### config.mk
export PLATFORM = sky130hd
export DESIGN_NAME = cla_64_seq_adder
export DESIGN_NICKNAME = d
export VERILOG_FILES = /design/src/rtl/cla_pkg.sv /design/src/rtl/cla_16_bit.sv /design/src/rtl/cla_64_seq_adder.sv
export SDC_FILE = /design/constraint.sdc
export NUM_CORES = 1
export LEC_CHECK = 0
export BUFFER_PORTS_ARGS = -buffer_cell sky130_fd_sc_hd__buf_4
export CORE_MARGIN = 8
export CORE_UTILIZATION = 45
export DETAILED_ROUTE_END_ITERATION = 6
export GPL_TIMING_DRIVEN = 0
export HOLD_SLACK_MARGIN = 0.12
export MAX_ROUTING_LAYER = met4
export PLACE_DENSITY = 0.72
export SYNTH_ARGS = -nofsm -noshare
export SYNTH_HDL_FRONTEND = slang
export SYNTH_SLANG_ARGS = --single-unit
### constraint.sdc
create_clock -name clk -period 3.8 [get_ports clk]
set_clock_uncertainty 0.2 [all_clocks]
set_input_delay 0.19 -clock clk [delete_from_list [all_inputs] [get_ports clk]]
set_output_delay 0.19 -clock clk [all_outputs]
set_load 0.1 [all_outputs]
### src/rtl/cla_pkg.sv
// Shared definitions for the sequential 64-bit adder: slice width, FSM encoding
// and the 4-bit lookahead carry equations used by the 16-bit slice.
package cla_pkg;

   localparam int SLICE_W = 16;

   localparam logic [1:0] IDLE = 2'd0;
   localparam logic [1:0] RUN  = 2'd1;
   localparam logic [1:0] DONE = 2'd2;

   typedef enum logic [1:0] {
      ST_IDLE = IDLE,
      ST_RUN  = RUN,
      ST_DONE = DONE
   } state_t;

   // Returns carries c0..c4 of a 4-wide propagate/generate group, all in two levels.
   function automatic logic [4:0] cla4(input logic [3:0] p, input logic [3:0] g, input logic c0);
      logic [4:0] c;
      c[0] = c0;
      c[1] = g[0] | (p[0] & c0);
      c[2] = g[1] | (p[1] & g[0]) | (p[1] & p[0] & c0);
      c[3] = g[2] | (p[2] & g[1]) | (p[2] & p[1] & g[0]) | (p[2] & p[1] & p[0] & c0);
      c[4] = g[3] | (p[3] & g[2]) | (p[3] & p[2] & g[1]) | (p[3] & p[2] & p[1] & g[0])
           | (p[3] & p[2] & p[1] & p[0] & c0);
      return c;
   endfunction

endpackage

### src/rtl/cla_16_bit.sv
// Two-level 16-bit carry-lookahead adder: four 4-bit groups plus a group
// lookahead unit. Purely combinational.
module CLA_16_bit
   import cla_pkg::*;
(
   input  logic [15:0] a,
   input  logic [15:0] b,
   input  logic        cin,
   output logic [15:0] sum,
   output logic        cout,
   output logic        pout,
   output logic        gout
);

   logic [15:0] p;
   logic [15:0] g;
   logic [15:0] c;
   logic [3:0]  grp_p;
   logic [3:0]  grp_g;
   logic [4:0]  grp_c;
   logic [4:0]  grp_tmp;
   logic [4:0]  bit_c;
   logic [4:0]  blk_c;

   always_comb begin
      p       = a ^ b;
      g       = a & b;
      grp_p   = '0;
      grp_g   = '0;
      grp_tmp = '0;
      for (int k = 0; k < 4; k++) begin
         grp_p[k] = &p[4*k +: 4];
         grp_tmp  = cla4(p[4*k +: 4], g[4*k +: 4], 1'b0);
         grp_g[k] = grp_tmp[4];
      end

      grp_c = cla4(grp_p, grp_g, cin);

      // Each group's internal carries start from the lookahead-supplied group carry.
      c     = '0;
      bit_c = '0;
      for (int k = 0; k < 4; k++) begin
         bit_c        = cla4(p[4*k +: 4], g[4*k +: 4], grp_c[k]);
         c[4*k +: 4]  = bit_c[3:0];
      end

      sum   = p ^ c;
      cout  = grp_c[4];
      blk_c = cla4(grp_p, grp_g, 1'b0);
      pout  = &grp_p;
      gout  = blk_c[4];
   end

endmodule

### src/rtl/cla_64_seq_adder.sv
// N-bit adder that reuses one 16-bit CLA slice over N/16 cycles, carrying
// between slices through a register, behind valid/ready handshakes.
module cla_64_seq_adder
   import cla_pkg::*;
#(
   parameter int N = 64,
   parameter int W = SLICE_W
) (
   input  logic         clk,
   input  logic         rst,
   input  logic         in_valid,
   output logic         in_ready,
   input  logic [N-1:0] input1,
   input  logic [N-1:0] input2,
   input  logic         cin,
   output logic         out_valid,
   input  logic         out_ready,
   output logic [N-1:0] result,
   output logic         cout,
   output logic         overflow
);

   // state   | meaning
   // ST_IDLE | waiting for operands, in_ready=1
   // ST_RUN  | adding slice idx, one slice per cycle
   // ST_DONE | result valid, held until out_ready

   localparam int S     = N / W;
   localparam int IDX_W = (S > 1) ? $clog2(S) : 1;

   state_t             state_q,  state_d;
   logic [N-1:0]       a_q,      a_d;
   logic [N-1:0]       b_q,      b_d;
   logic [N-1:0]       result_q, result_d;
   logic               carry_q,  carry_d;
   logic               ovf_q,    ovf_d;
   logic [IDX_W-1:0]   idx_q,    idx_d;

   logic [W-1:0]       slice_a;
   logic [W-1:0]       slice_b;
   logic [W-1:0]       slice_sum;
   logic               slice_cout;
   logic               slice_p_unused;
   logic               slice_g_unused;

   CLA_16_bit u_slice (
      .a    (slice_a),
      .b    (slice_b),
      .cin  (carry_q),
      .sum  (slice_sum),
      .cout (slice_cout),
      .pout (slice_p_unused),
      .gout (slice_g_unused)
   );

   always_comb begin
      slice_a = a_q[idx_q*W +: W];
      slice_b = b_q[idx_q*W +: W];
   end

   always_comb begin
      state_d   = state_q;
      a_d       = a_q;
      b_d       = b_q;
      result_d  = result_q;
      carry_d   = carry_q;
      ovf_d     = ovf_q;
      idx_d     = idx_q;
      in_ready  = (state_q == ST_IDLE);
      out_valid = (state_q == ST_DONE);

      case (state_q)
         ST_IDLE: begin
            if (in_valid) begin
               a_d     = input1;
               b_d     = input2;
               carry_d = cin;
               idx_d   = '0;
               state_d = ST_RUN;
            end
         end
         ST_RUN: begin
            result_d[idx_q*W +: W] = slice_sum;
            carry_d                = slice_cout;
            idx_d                  = idx_q + IDX_W'(1);
            if (idx_q == IDX_W'(S - 1)) begin
               // Carry into the MSB is recovered from the MSB's own sum bit.
               ovf_d   = (a_q[N-1] ^ b_q[N-1] ^ slice_sum[W-1]) ^ slice_cout;
               state_d = ST_DONE;
            end
         end
         ST_DONE: begin
            if (out_ready) begin
               state_d = ST_IDLE;
            end
         end
         default: state_d = ST_IDLE;
      endcase
   end

   always_ff @(posedge clk) begin
      if (rst) begin
         state_q  <= ST_IDLE;
         a_q      <= '0;
         b_q      <= '0;
         result_q <= '0;
         carry_q  <= 1'b0;
         ovf_q    <= 1'b0;
         idx_q    <= '0;
      end else begin
         state_q  <= state_d;
         a_q      <= a_d;
         b_q      <= b_d;
         result_q <= result_d;
         carry_q  <= carry_d;
         ovf_q    <= ovf_d;
         idx_q    <= idx_d;
      end
   end

   assign result   = result_q;
   assign cout     = carry_q;
   assign overflow = ovf_q;

endmodule
=== Word-level counts from Yosys, hierarchy flattened ===
Cells that the tools add are included.

* Register bits after elaboration: 198
* Bits in latches: 0
* RAM bits: 0
* Memory bits (read-only): 0
* Input bits: 133
* Output and inout port bits: 68
* Logic and storage cells: 162
* Memories: 0

* Add/sub/neg operators: 2
* Multipliers: 0
* Divide/modulo/power cells: 0
* $lt $le $gt $ge: 0
* Equality and inequality tests: 6
* Shift operators: 4
* Mux-type cells: 9
* Bitwise gates (word level): 124
* Reduce and logical (&&, ||, !) cells: 10

{| class="wikitable"
|+ Operators by type and width
! cell !! count
|-
| $shiftx A64 B7 Y16 || 2
|-
| $and A1 B1 Y1 || 72
|-
| $bwmux W64 || 1
|-
| $shift A16 B34 Y64 const A || 1
|-
| $shiftx A16 B34 Y64 || 1
|-
| $or A1 B1 Y1 || 46
|-
| $neg A6 Y34 || 1
|-
| $xor A16 B16 Y16 || 2
|-
| $and A16 B16 Y16 || 1
|-
| $reduce_and A4 Y1 || 4
|-
| $mux W2 || 4
|-
| $pmux W2 S3 || 1
|-
| $reduce_and A2 Y1 || 3
|-
| $eq A2 B2 Y1 const B || 2
|-
| $ne A2 B2 Y1 const B || 2
|-
| $pmux W2 S2 || 1
|-
| $reduce_and A3 Y1 || 1
|-
| $xor A1 B1 Y1 || 3
|-
| $add A2 B1 Y2 const B || 1
|-
| $eq A2 B1 Y1 const B || 1
|-
| $logic_not A2 Y1 || 1
|-
| $ne A2 B1 Y1 const B || 1
|-
| $pmux W1 S2 || 1
|-
| $reduce_bool A2 Y1 || 1
|-
| $mux W1 || 1
|}

=== Logic depth before layout (Yosys ltp) ===
Gate-level depths: netlist of run 1.

* Word-level depth: 15
* Depth in mapped cells: 13
* Gate-level depth less buffers: 11

=== By module ===
A second synthesis of run 1 with hierarchy kept.

* Cell total of the unflattened synthesis: 968
* Area, all modules: 8622.0 µm²

{| class="wikitable"
|+ Modules (own cells, without submodules)
! module !! instances !! cells an instance !! area an instance (µm²) !! sequential area each (µm²)
|-
| cla_64_seq_adder || 1 || 856 || 7763.7 || 3963.8
|-
| CLA_16_bit || 1 || 112 || 858.3 || 0.0
|}

=== Worst setup path after synthesis of run 1 ===
No wires, ideal clock.

* Kind: flip-flop to flip-flop
* From: register idx_q[0]
* To: register result_q[13] (netlist: result[13])
* Library setup time: 0.068 ns
* Data arrival time: 3.497 ns
* Data required time: 3.532 ns
* Path slack: 0.035 ns
* Stages on the path, launching flop included: 14
* Path buffers: 2
* Period minus slack after synthesis: 3.765 ns
* Cell sequence: dfxtp_1 > buf_2 > buf_2 > mux4_2 > ha_1 > o21ai_0 > nor4_1 > nor2_1 > a21oi_1 > a21o_2 > fa_1 > xor2_1 > a22oi_1 > nor2_1

* Longest elaborated chain between the ends: 15
* Elaborated cells on any way between the ends: 111
* Classes of those cells: add/sub: 1; shift: 4; mux: 1; bitwise: 102; reduce/logical: 3

{| class="wikitable"
|+ Ends and longest elaborated chain
! what !! line !! source
|-
| from (decl) || cla_64_seq_adder.sv:37 || <nowiki>logic [IDX_W-1:0] idx_q, idx_d;</nowiki>
|-
| from (signal assigned) || cla_64_seq_adder.sv:117 || <nowiki>idx_q <= idx_d;</nowiki>
|-
| $shiftx A64 B7 Y16, on equally long branches || cla_64_seq_adder.sv:57, cla_64_seq_adder.sv:58 ||
|-
| $xor A16 B16 Y16 or $and A16 B16 Y16 (tied branches) || cla_16_bit.sv:26, cla_16_bit.sv:27 ||
|-
| $and A1 B1 Y1 || cla_pkg.sv:24 || <nowiki>c[4] = g[3] | (p[3] & g[2]) | (p[3] & p[2] & g[1]) | (p[3] & p[2] & p[1] & g[0])</nowiki>
|-
| $or A1 B1 Y1 or $and A1 B1 Y1 (tied branches) (2 in a row) || n/a ||
|-
| $or A1 B1 Y1 || n/a ||
|-
| $and A1 B1 Y1 || n/a ||
|-
| $or A1 B1 Y1 || n/a ||
|-
| $or A1 B1 Y1 (2 in a row) || cla_pkg.sv:23 || <nowiki>c[3] = g[2] | (p[2] & g[1]) | (p[2] & p[1] & g[0]) | (p[2] & p[1] & p[0] & c0);</nowiki>
|-
| $and A1 B1 Y1, on equally long branches || cla_pkg.sv:21, cla_pkg.sv:22, cla_pkg.sv:23 ||
|-
| $or A1 B1 Y1, on equally long branches || cla_pkg.sv:21, cla_pkg.sv:22, cla_pkg.sv:23 ||
|-
| $xor A16 B16 Y16 || cla_16_bit.sv:47 || <nowiki>sum = p ^ c;</nowiki>
|-
| $shiftx A16 B34 Y64 || cla_64_seq_adder.sv:83 || <nowiki>result_d[idx_q*W +: W] = slice_sum;</nowiki>
|-
| $bwmux W64 (*) || cla_64_seq_adder.sv:83 ||
|-
| to (signal assigned) || cla_64_seq_adder.sv:114 || <nowiki>result_q <= result_d;</nowiki>
|-
| to (decl) || cla_64_seq_adder.sv:34 || <nowiki>logic [N-1:0] result_q, result_d;</nowiki>
|}

Mark *: on every way between the ends. The rest lies on a longest branch, timed or not.
A chain may end at the register's enable or synchronous reset.

=== Worst setup path in the final report of run 1 ===
* From: register idx_q[0]
* To: register result_q[62] (netlist: result[62])

The elaborated chain is that of the path after synthesis.

==> flow_summary_export.csv, run 1 <==
group,metric,value,unit
run_status,status,"finished, final reports clean",
placement,place_congestion,0.880,
power,power_switching,1.41,mW
clocking,h-tree-depth,4,
logic_synthesis,ys.flop_type,"dfxtp_1",
power,p_comb_frac,0.176,
logic_synthesis,synth-edff-count,0,
setup_path,crit_type,"flop to flop",
setup_path,cp.required,3.91,ns
clocking,worst_skew_pair.late_latency,0.44,ns
sta,hold_viol,0,
logic_synthesis,yosysUniqueCellTypes,50,
logic_synthesis,yosysWarnings,0,
die,num_io_pins,201,
die,die_w,153,um
placement,place_area,0.0102,mm2
setup_path,arrival,3.81,ns
drt,dr.first_iter.drc_count,662,
drt,ant_nets,0,
logic_synthesis,synthCells,960,
finish,final_nets,1470,
grt,grt_pass1_wl,47.5,mm
setup_path,r2r_setup_slack,0.10,ns
setup_path,reg2reg_to,"result[62]$_SDFFE_PP0P_",
drt,viasPerCell,5.51,
logic_synthesis,async_flop_share,0,
clocking,cts_tree,"done",
placement,dp_hpwl,21.2,mm
finish,drive_gt1_frac,0.225,
setup_path,rr_worst_depth,11,
grt,grt_pass1_vias,8847,
power,pwr-share-clk,0.394,
finish,design_area,0.0123,mm2
sta,maxSlewHeadroom,0.153,
power,irDropWorstVdd,0.000331,V
finish,area_growth,46.1,%
drt,vias,8590,
sta,final-setup-viol-count,0,
power,intPower,3.77,mW
power,sw_frac_of_total,0.272,
placement,portBuffers,200,
min_path,hp-class,"input port to flop",
power,power_density,422,mW/mm2
sta,grt_setup_unrepaired,"yes",
die,die_area,0.0233,mm2
power,leakage,5.01,nW
setup_path,cp-start-kind,"flop",
drt,firstDrtPassIters,5,
die,rows,50,
sta,maxSlewViolCount,0,
clocking,clkSinkCount,198,
drt,drt_wl_total,30.4,mm
drt,drc,0,
clocking,numCtsBuffers,17,
sta,finalCritPeriodShare,0.973,
grt,grt_overflow,0,
setup_path,crit_path_end,"result[62]$_SDFFE_PP0P_",
drt,post_drt_wl_per_cell,19.5,um
power,seqPwrFrac,0.430,
clocking,clk_pin_slew,0.07,ns
logic_synthesis,synth_seq_area_share,0.472,
logic_synthesis,synthesis.nets,1119,
setup_path,worst-path-max-fanout,10,
sta,whs,0.208,ns
die,coreArea,0.0185,mm2
clocking,clk_path_buf_depth,2,
finish,fill_cells,1477,
sta,min_period,3.70,ns
die,start_util,0.454,
logic_synthesis,syn_avg_cell_area,8.76,um2
grt,grtUsageTotal,0.266,
sta,fmax,270,MHz
setup_path,startpoint,"idx_q[0]$_SDFFE_PP0P_",
grt,grt_max_degree,18,
die,dieHeight,153,um
logic_synthesis,synthesis.area,0.00841,mm2
setup_path,endpoint_kind,"flop",
clocking,cts_root_buffer,"clkbuf_16",
run,drv_cap,0,
sta,tightest_slew,1.26,ns
setup_path,r2r-start,"idx_q[0]$_SDFFE_PP0P_",
grt,antenna_found_initial,2,
logic_synthesis,synth-seq-cells,198,
[registers in the layout (all words and copies together) (netlist names)]
signal	cells
result	64
a_q	64
cout	1
b_q	64
state_q	2
idx_q	2
overflow	1
[Yosys cell counts (12+ instances only)]
library cell / instances / area, um2
o21ai_0: 12 / 60.1
a22oi_1: 45 / 338
dfxtp_1: 198 / 3960
mux4_2: 32 / 721
ha_1: 22 / 275
clkbuf_1: 62 / 233
a21oi_1: 141 / 706
nor2_1: 64 / 240
nand2_1: 274 / 1030
inv_1: 18 / 67.6
nand3b_1: 13 / 97.6
[metrics by stage]
step | utilization | instances | total power, mW | setup slack (ns) | setup TNS [ns]
final | 0.663 | 1560 | 5.19 | 0.101 | 0
after global routing | 0.663 | 1560 | 5.36 | -0.0555 | -0.229
after CTS | 0.661 | 1558 | 5.15 | -0.000673 | -0.000673
after detailed placement | 0.551 | 1394 | 3.04 | -0.638 | -13.27
after global placement | 0.551 | 1394 | 3.02 | -0.584 | -11.23
after floorplan | - | 960 | 2.73 | 0.0350 | 0
[layout by cell type (no fill, tap or decap), types with 4 or more instances in the layout]
master	Yosys	layout
o31ai_1	4	4
buf_4	0	201
a22oi_1	45	45
nor3_1	6	6
nand3b_1	13	13
a32oi_1	4	4
dlygate4sd3_1	0	131
bufinv_16	0	5
clkbuf_1	62	58
xnor2_1	4	4
inv_6	0	4
nor2_1	64	63
inv_1	18	18
o21ai_0	12	10
nand2b_1	5	5
clkbuf_16	0	17
nand2_1	274	274
ha_1	22	21
dfxtp_1	198	197
mux4_2	32	32
fa_1	4	4
a21oi_1	141	139
[critical path, stage by stage (launching register included)]
cell and delay (ns):
dfxtp_2 0.37, buf_6 0.18, buf_8 0.20, mux4_2 0.57, ha_1 0.38, a21o_1 0.24, a221o_1 0.35, a22oi_4 0.25
o211ai_1 0.16, a21oi_2 0.22, xor2_2 0.31, o21ai_0 0.14
[cells by family (layout without fill, tap and decap cells)]
group,Yosys count,count (layout),share of synthesized area
compound gates,228,228,0.164
xor+xnor,10,10,0.0104
fa+ha+maj,26,26,0.0423
buf+inv,87,451,0.0397
flops,198,198,0.472
mux,32,32,0.0857
other cells,0,2,0
simple gates,379,379,0.186
[routing by layer]
layer	global-route usage	share of wire	vias up
li1	-	-	4000
met1	0.314	0.41	4081
met2	0.437	0.48	417
met3	0.0536	0.070	92
met4	0.108	0.036	0
met5	-	0	-
[how the worst min path moves through the flow]
stage | startpoint | endpoint | cells after the start
3_5_place_dp | input2[41] | b_q[41]$_SDFFE_PP0P_ | 3
2_1_floorplan | input1[0] | a_q[0]$_SDFFE_PP0P_ | 2
5_1_grt | in_valid | a_q[56]$_SDFFE_PP0P_ | 5
3_3_place_gp | b_q[55]$_SDFFE_PP0P_ | b_q[55]$_SDFFE_PP0P_ | 2
6_report | in_valid | state_q[0]$_SDFFE_PP0P_ | 4
4_1_cts | in_valid | state_q[0]$_SDFFE_PP0P_ | 4
[what timing repair did]
item | in CTS | in global routing
hold buffers | 131 | 0
setup buffers | 1 | 0
setup endpoints to repair | 46 | 33
gates resized for setup | 16 | 14
pin swaps | 1 | 1
hold endpoints to repair | 133 | 0
[power groups by stage]
| stage | registers (mW) | clock network, mW | logic (mW) |
|---|---|---|---|
| after floorplan | 2.32 | 0 | 0.411 |
| after global placement | 2.27 | 0 | 0.754 |
| after detailed placement | 2.27 | 0 | 0.764 |
| after CTS | 2.23 | 2.04 | 0.883 |
| after global routing | 2.24 | 2.14 | 0.977 |
| final | 2.23 | 2.04 | 0.914 |
[area by class of cell]
type / count / area, um2 / area share
timing repair buffer: 332 / 2820 / 0.230
multi-input combinational: 675 / 4150 / 0.338
clock inverter: 13 / 214 / 0.0174
clock buffer: 19 / 453 / 0.0369
buffer: 69 / 309 / 0.0252
antenna: 2 / 5.00 / 0.000408
inverter: 18 / 67.6 / 0.00550
sequential: 198 / 3970 / 0.323
tap: 234 / 293 / 0.0238
No activity file was read; power rests on OpenSTA's default activity.
==> run 2: changes to the inputs <==
--- a/config.mk
+++ b/config.mk
@@ -6,13 +6,15 @@
 export NUM_CORES = 1
 export LEC_CHECK = 0
 export BUFFER_PORTS_ARGS = -buffer_cell sky130_fd_sc_hd__buf_4
+export CELL_PAD_IN_SITES_DETAIL_PLACEMENT = 2
+export CELL_PAD_IN_SITES_GLOBAL_PLACEMENT = 2
 export CORE_MARGIN = 8
-export CORE_UTILIZATION = 45
+export CORE_UTILIZATION = 28
 export DETAILED_ROUTE_END_ITERATION = 6
 export GPL_TIMING_DRIVEN = 0
 export HOLD_SLACK_MARGIN = 0.12
 export MAX_ROUTING_LAYER = met4
-export PLACE_DENSITY = 0.72
+export PLACE_DENSITY_LB_ADDON = 0.1
 export SYNTH_ARGS = -nofsm -noshare
 export SYNTH_HDL_FRONTEND = slang
 export SYNTH_SLANG_ARGS = --single-unit
==> run 2 against run 1 <==
Net effect:
- cell count is 9.9% higher
- sequential share of layout area is 0.64 points lower
- wire length rose by 24%
- total power shrank 0.70%
- clock-buffer cell count is 1 lower
- non-clock buffer count is 1 higher
- register-to-register slack better by 0.05 ns
- global-route usage is 5.0 points lower
- critical path type unchanged
- highest routed layer unchanged
==> flow_summary_export.csv, run 2 (synthesis gave the netlist of run 1 again) <==
group,metric,value,unit
drt,post_drt_wl_per_cell,22.0,um
power,pwr-share-clk,0.377,
die,dieHeight,189,um
finish,final_cells,1715,
sta,finalCritPeriodShare,0.960,
power,intPower,3.54,mW
die,die_w,189,um
clocking,clk_pin_slew,0.09,ns
sta,maxSlewHeadroom,0.184,
sta,fmax,274,MHz
clocking,clkSinkCount,198,
grt,grt_pass1_vias,9617,
sta,grt_setup_unrepaired,"no",
run_status,status,"finished, final reports clean",
drt,ant_nets,0,
placement,portBuffers,200,
finish,final_common_cell,"nand2_1",
sta,tightest_slew,1.21,ns
setup_path,reg2reg_to,"result[28]$_SDFFE_PP0P_",
drt,vias,8448,
die,num_io_pins,201,
power,total_power,5.15,mW
clocking,worst_skew_pair.late_latency,0.45,ns
clocking,cts_tree,"done",
sta,min_period,3.65,ns
finish,diodes,0,
finish,area_growth,49.0,%
power,sw_frac_of_total,0.312,
run,drv_cap,0,
min_path,whs_endpoint,"b_q[1]$_SDFFE_PP0P_",
finish,final_core_util,0.423,
grt,grt_max_degree,21,
sta,fin_setup_tns,0,ns
grt,grt_overflow,0,
setup_path,r2r_setup_slack,0.15,ns
finish,final_nets,1471,
min_path,hp-class,"input port to flop",
finish,drive_gt1_frac,0.232,
grt,grtUsageTotal,0.216,
setup_path,r2r-start,"idx_q[0]$_SDFFE_PP0P_",
finish,final_cell_mix,"nand2_1, buf_4, dfxtp_1",
drt,viasPerCell,4.93,
grt,grt_pass1_wl,57.6,mm
placement,dp_hpwl,26.9,mm
die,die_area,0.0358,mm2
die,coreArea,0.0296,mm2
setup_path,endpoint_kind,"flop",
clocking,clk_path_buf_depth,2,
setup_path,arrival,3.77,ns
drt,drc,0,
die,rows,63,
die,start_util,0.284,
placement,place_area,0.0104,mm2
sta,final-setup-viol-count,0,
power,power_switching,1.61,mW
sta,hold_viol,0,
setup_path,cp.required,3.92,ns
power,irDropWorstVdd,0.000252,V
placement,place_congestion,0.796,
drt,dr.first_iter.drc_count,280,
finish,design_area,0.0125,mm2
power,p_comb_frac,0.190,
drt,drt_wl_total,37.7,mm
sta,maxSlewViolCount,0,
power,leakage,4.99,nW
power,power_density,411,mW/mm2
clocking,h-tree-depth,4,
setup_path,cp-start-kind,"flop",
drt,firstDrtPassIters,4,
clocking,cts_root_buffer,"clkbuf_16",
power,seqPwrFrac,0.433,
setup_path,crit_type,"flop to flop",
min_path,hold_path_depth,5,
placement,dp.cells,1550,
setup_path,worst-path-max-fanout,10,
min_path,worstHoldStart,"in_valid",
setup_path,rr_worst_depth,12,
grt,antenna_found_initial,0,
clocking,numCtsBuffers,17,
==> run 2: area by class of cell <==
type                            count  area, um2
Fill cell                        3284      17100
Multi-Input combinational cell    675       4230
Sequential cell                   198       3970
Timing Repair Buffer              333       2830
Tap cell                          390        488
Clock buffer                       18        439
Buffer                             69        335
Clock inverter                     14        178
Inverter                           18       67.6
==> run 2: stage by stage <==
stage | setup slack (ns) | hold slack (ns)
detailed placement | -0.861 | 0.247
global placement | -0.831 | 0.240
finish | 0.153 | 0.242
floorplan | 0.0350 | 0.126
CTS | 0.000472 | 0.246
global route | 0.00658 | 0.280
==> run 2: what timing repair did <==
item / 4_1_cts / 5_1_grt
buffers inserted: 2 / 0
hold buffers: 131 / 0
endpoints found under the setup margin: 50 / 41
resized for setup: 34 / 13
pin swaps: 2 / 2
hold endpoints to repair: 133 / 0
==> run 2: per-layer routing <==
layer  vias to the layer above  wire, um  track usage
li1                       3996         -            -
met1                      4203     16700        0.260
met2                       205     18700        0.366
met3                        44      1470       0.0342
met4                         0       922       0.0698
met5                         -         0            -
==> run 2: how the worst max path moves through the flow <==
stage,from,endpoint,slack [ns]
floorplan,idx_q[0]$_SDFFE_PP0P_,result[13]$_SDFFE_PP0P_,0.04
global placement,idx_q[1]$_SDFFE_PP0P_,result[61]$_SDFFE_PP0P_,-0.83
detailed placement,idx_q[1]$_SDFFE_PP0P_,result[45]$_SDFFE_PP0P_,-0.86
CTS,idx_q[0]$_SDFFE_PP0P_,result[45]$_SDFFE_PP0P_,0.0005
global route,idx_q[1]$_SDFFE_PP0P_,result[62]$_SDFFE_PP0P_,0.007
finish,idx_q[0]$_SDFFE_PP0P_,result[28]$_SDFFE_PP0P_,0.15
==> run 2: critical path, stage by stage (launching register included) <==
cell     delay (ns)
dfxtp_2        0.38
buf_8          0.17
buf_12         0.17
mux4_2         0.59
ha_4           0.35
nand4_1        0.13
nor4_2         0.29
nor2_2         0.09
a21oi_2        0.22
a21o_2         0.17
fa_2           0.48
a22oi_1        0.21
nor2_1         0.06
==> run 2: power groups by stage <==
stage                     registers, mW  logic (mW)  clock network, mW
after floorplan                    2.32       0.411                  0
after global placement             2.27       0.809                  0
after detailed placement           2.28       0.823                  0
after CTS                          2.23       0.967               1.97
after global routing               2.24        1.05               2.05
final                              2.23       0.977               1.94
==> run 3: changes to the inputs <==
--- a/config.mk
+++ b/config.mk
@@ -6,10 +6,10 @@
 export NUM_CORES = 1
 export LEC_CHECK = 0
 export BUFFER_PORTS_ARGS = -buffer_cell sky130_fd_sc_hd__buf_4
-export CELL_PAD_IN_SITES_DETAIL_PLACEMENT = 2
-export CELL_PAD_IN_SITES_GLOBAL_PLACEMENT = 2
+export CELL_PAD_IN_SITES_DETAIL_PLACEMENT = 0
+export CELL_PAD_IN_SITES_GLOBAL_PLACEMENT = 1
 export CORE_MARGIN = 8
-export CORE_UTILIZATION = 28
+export CORE_UTILIZATION = 36
 export DETAILED_ROUTE_END_ITERATION = 6
 export GPL_TIMING_DRIVEN = 0
 export HOLD_SLACK_MARGIN = 0.12
==> run 3 against run 2 <==
Net effect:
- clock-buffer cell count up 2
- register-to-register slack got worse by 0.04 ns
- worst setup slack got worse by 0.041 ns
- sequential share of layout area increased by 0.38 points
- largest cell class unchanged
==> flow_summary_export.csv, run 3 (synthesis gave the netlist of run 1 again) <==
group,metric,value,unit
sta,min_period,3.69,ns
grt,grt_pass1_wl,46.4,mm
placement,portBuffers,200,
drt,drc,0,
clocking,h-tree-depth,4,
clocking,numCtsBuffers,17,
finish,diodes,0,
die,start_util,0.362,
setup_path,cpPeakStageDelay,0.61,ns
drt,drt_wl_total,30.2,mm
grt,top_usage_layer,"met2",
setup_path,endpoint_kind,"flop",
drt,vias,8152,
setup_path,cpMaxStageDelayCell,"mux4_2",
clocking,clk_path_buf_depth,2,
power,power_density,399,mW/mm2
grt,grt.met3_usage,0.0380,
setup_path,cp.required,3.90,ns
clocking,worst_skew_pair.late_latency,0.44,ns
setup_path,worst-path-max-fanout,10,
finish,final_core_util,0.534,
die,coreArea,0.0232,mm2
power,leakage,4.98,nW
sta,hold_viol,0,
die,dieHeight,169,um
die,die_area,0.0285,mm2
min_path,hp-class,"input port to flop",
die,num_io_pins,201,
finish,fill_cells,2248,
finish,final_nets,1470,
power,pwr-share-clk,0.361,
power,power_switching,1.45,mW
finish,design_area,0.0124,mm2
clocking,cts_tree,"done",
grt,grt_pass1_vias,8311,
clocking,clkSinkCount,198,
grt,grt_max_degree,19,
placement,place_congestion,0.835,
clocking,clk_pin_slew,0.07,ns
drt,post_drt_wl_per_cell,18.4,um
setup_path,worstPathCellList,"buf_8 -> buf_12 -> mux4_2 -> ha_1 -> nand4_1 -> nor4_2 -> nor2_2 -> a21oi_2 -> a21o_2 -> fa_2 -> a22oi_1 -> nor2_1",
run_status,status,"finished, final reports clean",
sta,grt_setup_unrepaired,"yes",
setup_path,crit_type,"flop to flop",
sta,final-setup-viol-count,0,
sta,tightest_slew,1.38,ns
setup_path,arrival,3.79,ns
drt,viasPerCell,4.96,
sta,fmax,271,MHz
grt,use_met1,0.273,
finish,drive_gt1_frac,0.230,
sta,maxSlewViolCount,0,
power,irDropWorstVdd,0.000223,V
power,p_comb_frac,0.188,
finish,final_cell_mix,"nand2_1, buf_4, dfxtp_1",
run,drv_cap,0,
power,intPower,3.48,mW
grt,antenna_found_initial,0,
sta,finalCritPeriodShare,0.970,
setup_path,cp-start-kind,"flop",
placement,place_area,0.0103,mm2
drt,ant_nets,0,
drt,firstDrtPassIters,5,
grt,grtUsageTotal,0.218,
finish,area_growth,47.3,%
grt,grt_overflow,0,
sta,maxSlewHeadroom,0.0699,
finish,final_common_cell,"nand2_1",
die,rows,56,
power,seqPwrFrac,0.451,
grt,gr-usage-met2,0.361,
die,die_w,169,um
placement,dp_hpwl,22.7,mm
power,sw_frac_of_total,0.294,
clocking,cts_root_buffer,"clkbuf_16",
drt,dr.first_iter.drc_count,407,
[run 3: changes by cell type in the layout (fill, tap and decap cells not counted), sizes merged]
cell,change
clkinv,+2
bufinv,-1
inv,-3
buf,+1
[run 3: worst paths after layout]
check	slack, ns	startpoint	end	depth (start not counted)
worst max-delay path	0.11	idx_q[0]$_SDFFE_PP0P_	result[44]$_SDFFE_PP0P_	12
worst min-delay path	0.22	in_valid	b_q[1]$_SDFFE_PP0P_	5
worst max register to register	0.11	idx_q[0]$_SDFFE_PP0P_	result[44]$_SDFFE_PP0P_	12
worst min register to register	0.25	b_q[22]$_SDFFE_PP0P_	b_q[22]$_SDFFE_PP0P_	2
[run 3: through the flow]
stage	TNS, ns	power, mW	setup slack [ns]	hold slack [ns]	cells
2_1_floorplan	0	2.73	0.0350	0.126	960
6_report	0	4.94	0.113	0.218	1643
3_3_place_gp	-18.90	3.06	-0.705	0.239	1479
5_1_grt	-0.00829	5.14	-0.00829	0.220	1643
3_5_place_dp	-19.88	3.06	-0.716	0.245	1479
4_1_cts	0	4.95	0.00791	0.211	1643
[run 3: power by group through the flow]
stage	Combinational, mW	Sequential, mW	Clock (mW)
2_1_floorplan	0.411	2.32	0
3_3_place_gp	0.787	2.27	0
3_5_place_dp	0.789	2.27	0
4_1_cts	0.915	2.23	1.81
5_1_grt	1.01	2.24	1.90
6_report	0.928	2.23	1.78
[run 3: routing by layer]
layer | up-vias | routed length (um) | part of all wire
met1 | 3926 | 13600 | 0.45
met3 | 26 | 1430 | 0.047
met2 | 206 | 14600 | 0.48
li1 | 3994 | - | -
met5 | - | 0 | 0
met4 | 0 | 531 | 0.018
[run 3: critical path: cells and delay by family, from the launching register on]
family	cells	cell delay, ns
buf+inv	2	0.35
compound gates	3	0.56
simple gates	4	0.63
fa+ha+maj	2	0.83
mux	1	0.61
flops	1	0.37
[run 3: cell type report]
cell class,count,area (um2),area share
plain buffers,69,338,0.0273
inverters,18,67.6,0.00546
clock buffers,20,467,0.0377
multi-input cells,675,4210,0.340
flip-flops and latches,198,3970,0.320
repair buffers,332,2820,0.228
clock inverters,12,111,0.00900
well taps,319,399,0.0322
[run 3: timing repair]
item                                   4_1_cts  5_1_grt
pin swaps                                    2        1
hold buffers                               131        0
resized for setup                           26       19
endpoints found under the hold margin      133        0
setup endpoints to repair                   50       41
buffers inserted                             1        0
